`src/rtl/seq_mult32.sv`:
```
// Iterative shift-and-add unsigned multiplier: W-bit operands, 2W-bit product over W cycles.
// res_sel steers the downstream result mux to the product only once it is complete.
module seq_mult32 #(
  parameter int W = 32
) (
  input  logic             clk,
  input  logic             rst,
  input  logic             start,
  input  logic [W-1:0]     a,
  input  logic [W-1:0]     b,
  output logic             busy,
  output logic             done,
  output logic [2*W-1:0]   product,
  output logic             res_sel
);

  localparam int CW = $clog2(W) + 1;
  localparam logic [CW-1:0] LAST = CW'(W - 1);

  typedef enum logic [1:0] {IDLE, RUN, DONE} state_t;

  state_t           state;
  logic [2*W-1:0]   mcand;
  logic [2*W-1:0]   acc;
  logic [W-1:0]     mplier;
  logic [CW-1:0]    count;
  logic [2*W-1:0]   acc_next;

  assign acc_next = mplier[0] ? acc + mcand : acc;

  assign busy = (state == RUN);
  assign done = (state == DONE);

  always_ff @(posedge clk or posedge rst) begin
    if (rst) begin
      state   <= IDLE;
      mcand   <= '0;
      mplier  <= '0;
      acc     <= '0;
      count   <= '0;
      product <= '0;
      res_sel <= 1'b0;
    end else begin
      case (state)
        IDLE, DONE: begin
          if (start) begin
            state   <= RUN;
            mcand   <= {{W{1'b0}}, a};
            mplier  <= b;
            acc     <= '0;
            count   <= '0;
            res_sel <= 1'b0;
          end else begin
            state <= IDLE;
          end
        end
        RUN: begin
          acc    <= acc_next;
          mcand  <= mcand << 1;
          mplier <= mplier >> 1;
          count  <= count + 1'b1;
          // The last partial product is folded in on the same edge that publishes the result.
          if (count == LAST) begin
            state   <= DONE;
            product <= acc_next;
            res_sel <= 1'b1;
          end
        end
        default: state <= IDLE;
      endcase
    end
  end

endmodule

```
`config.mk`:
```
export PLATFORM = sky130hd
export DESIGN_NAME = seq_mult32
export DESIGN_NICKNAME = d
export VERILOG_FILES = /design/src/rtl/seq_mult32.sv
export SDC_FILE = /design/constraint.sdc
export NUM_CORES = 1
export LEC_CHECK = 0
export BUFFER_PORTS_ARGS = -buffer_cell sky130_fd_sc_hd__clkbuf_2
export CELL_PAD_IN_SITES_DETAIL_PLACEMENT = 1
export CELL_PAD_IN_SITES_GLOBAL_PLACEMENT = 1
export CORE_MARGIN = 5
export CORE_UTILIZATION = 46
export CTS_CLUSTER_SIZE = 30
export DETAILED_ROUTE_END_ITERATION = 8
export GPL_TIMING_DRIVEN = 0
export PLACE_DENSITY_LB_ADDON = 0.1
export REMOVE_ABC_BUFFERS = 1
export SLEW_MARGIN = 20
export SYNTH_ARGS = -nofsm -noshare
export SYNTH_HDL_FRONTEND = slang
export SYNTH_SLANG_ARGS = --single-unit
```
`constraint.sdc`:
```
create_clock -name clk -period 8.25 [get_ports clk]
set_input_delay 0.4125 -clock clk [delete_from_list [all_inputs] [get_ports clk]]
set_output_delay 0.4125 -clock clk [all_outputs]
set_load 0.01 [all_outputs]
```
# ---- Word-level counts from Yosys, hierarchy flattened
# Index checks and enable logic that the tools add are counted.
dict set report op_classes {
  eq_ne 5
  mux 15
  add_sub_neg 2
  n_reduce_logical 6
}
# op count
set ops {}
lappend ops {{$pmux W64 S2} 2}
lappend ops {{$mux W64} 3}
lappend ops {{$add A64 B64 Y64} 1}
lappend ops {{$pmux W32 S2} 1}
lappend ops {{$mux W32} 1}
lappend ops {{$pmux W6 S2} 1}
lappend ops {{$add A6 B1 Y6 const B} 1}
lappend ops {{$eq A6 B5 Y1 const B} 1}
lappend ops {{$mux W6} 1}
lappend ops {{$pmux W2 S2} 1}
lappend ops {{$reduce_and A2 Y1} 2}
lappend ops {{$mux W1} 3}
lappend ops {{$reduce_and A3 Y1} 1}
lappend ops {{$eq A2 B1 Y1 const B} 1}
lappend ops {{$eq A2 B2 Y1 const B} 1}
lappend ops {{$logic_not A2 Y1} 1}
lappend ops {{$mux W2} 1}
lappend ops {{$ne A2 B1 Y1 const B} 1}
lappend ops {{$ne A2 B2 Y1 const B} 1}
lappend ops {{$pmux W1 S2} 1}
lappend ops {{$reduce_bool A2 Y1} 1}
lappend ops {{$reduce_or A2 Y1} 1}
dict set report totals {
  output_inout_bits 67
  elab_cells 35
  reg_bits 233
}

# ---- Logic depth before layout (Yosys ltp)
dict set report depth {
  ltp_word 4
  depth_mapped 13
  mapped_depth_nobuf 13
}

# ---- Worst setup path after synthesis
# OpenSTA, ideal clock, no wires.
dict set report synth_path {
  kind {flip-flop to flip-flop}
  start {register mcand[4]}
  end {register product[61]}
  path_slack_ps 5075
  setup_ps 65
  path_stages_with_launch 12
  synth_period_minus_slack_ps 3175
  t_arrival_ps 3110
  path_buffers 0
  cell_sequence {dfrtp_1 > ha_1 > o211ai_1 > o211ai_2 > a32oi_1 > or4_4 > a2111oi_2 > a211o_2 > a211oi_2 > o41ai_4 > mux2_1 > nand2_1}
}
dict set report synth_via {
  elab_chain_cells 2
}
# element line_no
set synth_lines {}
lappend synth_lines {{start: declaration} 23} ;# logic [2*W-1:0] mcand;
lappend synth_lines {{start signal: assignment} 48} ;# mcand <= {{W{1'b0}}, a};
lappend synth_lines {{start signal: assignment} 59} ;# mcand <= mcand << 1;
lappend synth_lines {{$add A64 B64 Y64} 29} ;# assign acc_next = mplier[0] ? acc + mcand : acc;
lappend synth_lines {{$mux W64} 29}
lappend synth_lines {{end signal: assignment} 65} ;# product <= acc_next;
lappend synth_lines {{end: declaration} 13} ;# output logic [2*W-1:0] product,
# Every way passes these cells.
# A chain may end at the register's enable or synchronous reset.

# ---- Worst setup path in the final report
dict set report layout_path {
  start {register state[1]}
  end {register product[36]}
}
dict set report layout_via {
  elab_chain_cells 2
}
# element line_no
set layout_lines {}
lappend layout_lines {{start: declaration} 22} ;# state_t state;
lappend layout_lines {{start signal: assignment} 36} ;# state <= IDLE;
lappend layout_lines {{start signal: assignment} 47} ;# state <= RUN;
lappend layout_lines {{start signal: assignment} 54} ;# state <= IDLE;
lappend layout_lines {{$eq A2 B1 Y1} 44} ;# case (state)
lappend layout_lines {{$reduce_and A2 Y1 (no source line)} --}
# Every way passes these cells.

==> results.json <==
{
  "worstPathRequired_ns": 8.68,
  "die_x_um": 180,
  "relSlewSlack_pct": 40.8,
  "cts_buffers": 28,
  "place_hpwl_mm": 27.3,
  "yosysWarningCount": 0,
  "clkLatencyLatePin_ns": 0.55,
  "die_y_um": 180,
  "hold_viol_final": 0,
  "vias": 11500,
  "design_area_um2": 15500,
  "ys_seq_area_share_pct": 43.8,
  "reg2reg_depth": 8,
  "htree_levels": 1,
  "grt_pass1_wl_mm": 64.5,
  "ys_types": 66,
  "antenna_found_initial": 1,
  "synth_xor_area_share_pct": 4.14,
  "grt_max_degree": 95,
  "grt_pass1_vias": 12200,
  "cp_max_fo": 67,
  "fmax_ghz": 0.239,
  "synth_top_family_by_area": "compound AO/OA/AOI/OAI gates",
  "placementRows": 62,
  "io_pins": 134,
  "synth-edff-count": 0,
  "n_antenna_cell": 0,
  "cts_resized": 0,
  "wirelength_mm": 38.8,
  "critical_path_class": "reg -> reg",
  "die-area_um2": 32500,
  "worstMarginPinSlew_ns": 0.888,
  "area_growth_pct": 16.2,
  "cellLeakagePower_nw": 7.38,
  "maxCapViolCount": 0,
  "drive_gt1_share_pct": 14.0,
  "drt_drc_violations_left": 0,
  "period_share_pct": 50.7,
  "grt_util_all_layers_pct": 23.6,
  "rsz0062_at_grt": "false",
  "crit_path_start_kind": "register",
  "avgSynthCellArea_um2": 8.97,
  "coreArea_um2": 28600,
  "via_per_inst": 5.83,
  "powerDensity_nw_per_um2": 466,
  "yosys.area.top_type": "dfrtp_1",
  "path_depth": 8,
  "post_cts_buffers": 0,
  "io_buffers": 133,
  "cts_sinks": 233,
  "critPathMaxStageDelay_ns": 0.63,
  "synth-compound-area-share_pct": 21.1,
  "routedWlPerCell_um": 19.8,
  "dr.pass1.iters": 5,
  "crit_chain": "nand2b_2, clkinv_4, buf_16, nand2_4, buf_16, inv_2, nand2_1, o21ai_0",
  "path_clk_slew_ns": 0.06,
  "crit_path_frequent_cell": "buf_16",
  "drt_iter0_drc": 577,
  "synth_seq_cells": 233,
  "yosys-top-cells-area": "dfrtp_1 (44%), nand2_1 (8.1%), ha_1 (6.0%), a21oi_1 (3.7%), a22oi_1 (3.5%)",
  "routabilityCongestion": 0.928,
  "synthFlopType": "dfrtp_1",
  "fin_nets": 1691,
  "stdcell_count": 1964,
  "cp_num_buf_inv": 4,
  "ant_nets": 0,
  "start_util_pct": 46.5,
  "yosys.area_share.simple_pct": 16.8,
  "r2r_end": "product[36]",
  "critPathSlowestCell": "nand2_1",
  "rr_startpoint": "state[1]",
  "cts_tree": "done",
  "cp.arrival_ns": 4.61,
  "cp-end-kind": "register",
  "dpl-instance-area_um2": 14500,
  "synth_adder_area_share_pct": 6.16,
  "netlist.area_leader.share_pct": 43.8,
  "hp-class": "in -> reg",
  "setup_viol": 0,
  "fill_cells": 3347,
  "finClkSkew_ns": 0.0154,
  "muxShareOfSynthArea_pct": 4.22,
  "synth_area_um2": 13300,
  "critPathTopFamily": "buffers and inverters",
  "status": "complete, no violations",
  "synthCells": 1484,
  "crit_start": "state[1]",
  "grt_overflow_total": 0,
  "regToRegSetupSlack_ns": 4.07,
  "cts_buffer_depth": 3,
  "dp.cells": 1912,
  "fin_crit_ns": 4.18,
  "clock-root-buffer": "clkbuf_16",
  "endpoint": "product[36]",
  "peakVddDrop_mv": 0.205,
  "async_reset_ff_share_pct": 100,
  "slew_violations": 0
}
## power by group
part | internal (W) | leakage [nW] | total (W) | switching [W]
sequential | 0.00165 | 3.02 | 0.00205 | 0.000404
combinational | 0.00152 | 3.89 | 0.00389 | 0.00237
clock | 0.000766 | 0.473 | 0.00126 | 0.000498
total | 0.00393 | 7.38 | 0.00721 | 0.00327
## through the flow
step	setup TNS (ns)	worst slack, ns	hold WS [ns]	power [W]	utilization, %
final	0	4.07	0.0831	0.00721	54.1
after CTS	0	3.94	0.0579	0.00726	54.1
after global routing	0	3.67	0.0681	0.00779	54.1
after floorplan	0	1.13	0.446	0.00470	-
after global placement	-1005.79	-5.20	0.451	0.00575	49.2
after detailed placement	0	3.94	0.463	0.00594	50.7
## how the worst min path moves through the flow
stage,from,end,cells after the start
detailed placement,product[50],product[50],2
floorplan,mplier[10],mplier[10],2
CTS,b[26],mplier[26],3
finish,b[26],mplier[26],3
global route,b[27],mplier[27],3
global placement,product[46],product[46],2
## Yosys cell counts (7+ instances only)
| cell type | instances |
|---|---|
| mux2i_1 | 46 |
| and3_1 | 8 |
| nand2b_1 | 10 |
| nor2b_1 | 11 |
| nor3_1 | 20 |
| nor3b_1 | 15 |
| o21ai_0 | 59 |
| xor2_1 | 26 |
| o21bai_1 | 12 |
| a31oi_1 | 10 |
| nand4_1 | 27 |
| xnor2_1 | 37 |
| ha_1 | 64 |
| dfrtp_1 | 233 |
| nand2_1 | 286 |
| nand3_1 | 57 |
| clkbuf_1 | 95 |
| nor2_1 | 47 |
| o21ai_1 | 71 |
| inv_1 | 29 |
| a21o_1 | 25 |
| a22o_1 | 42 |
| o21a_1 | 8 |
| a21oi_1 | 98 |
| buf_1 | 7 |
| a22oi_1 | 62 |
## layout make-up
type | instances | area, um^2 | share of cell area [%]
clock inverter | 10 | 118 | 0.760
tap | 384 | 480 | 3.11
clock buffer | 41 | 840 | 5.43
sequential | 233 | 5830 | 37.7
multi-input combinational | 1117 | 7020 | 45.4
timing repair buffer | 149 | 1060 | 6.84
inverter | 30 | 125 | 0.809
## flip-flops by register name, summed over array words and instances (netlist names)
register  flops
acc          64
count         6
mcand        64
mplier       32
product      64
res_sel       1
state         2
## layout by cell type (no fill, tap or decap), types with 11 or more instances in the layout
cell type	count
nand2_1	284
buf_16	11
a21oi_1	98
clkbuf_16	28
o21ai_0	59
o21ai_1	71
inv_1	27
nor3b_1	15
ha_1	64
mux2i_1	46
xnor2_1	37
nor2_1	46
a22o_1	42
a22oi_1	62
nor3_1	20
dfrtp_1	232
nand4_1	27
clkbuf_2	133
xor2_1	26
o21bai_1	12
nand3_1	57
a21o_1	25
## per-layer routing
metal	part of all wire (%)	vias up	global-route usage, %
met5	0.052	-	0
li1	-	5455	-
met2	47	215	39.7
met3	4.2	53	3.55
met4	2.4	2	5.47
met1	46	5727	32.5
## worst reg2reg max path, stage by stage, from the launching register on
cell	delay, ns
dfrtp_1	0.37
nand2b_2	0.51
clkinv_4	0.56
buf_16	0.32
nand2_4	0.33
buf_16	0.36
inv_2	0.57
nand2_1	0.64
o21ai_0	0.41
## what timing repair did
action | CTS | global route
hold endpoints to repair | 50 | 0
hold buffers | 1 | 0
endpoints found under the setup margin | 0 | 0
## logic make-up after synthesis
| kind of cell | after synthesis |
|---|---|
| AO/OA/AOI/OAI | 434 |
| XOR/XNOR | 63 |
| adder cells (fa/ha/maj) | 65 |
| buffers and inverters | 134 |
| flip-flops | 233 |
| multiplexers | 55 |
| AND/OR/NAND/NOR | 500 |
No activity file was read; power rests on OpenSTA's default activity.
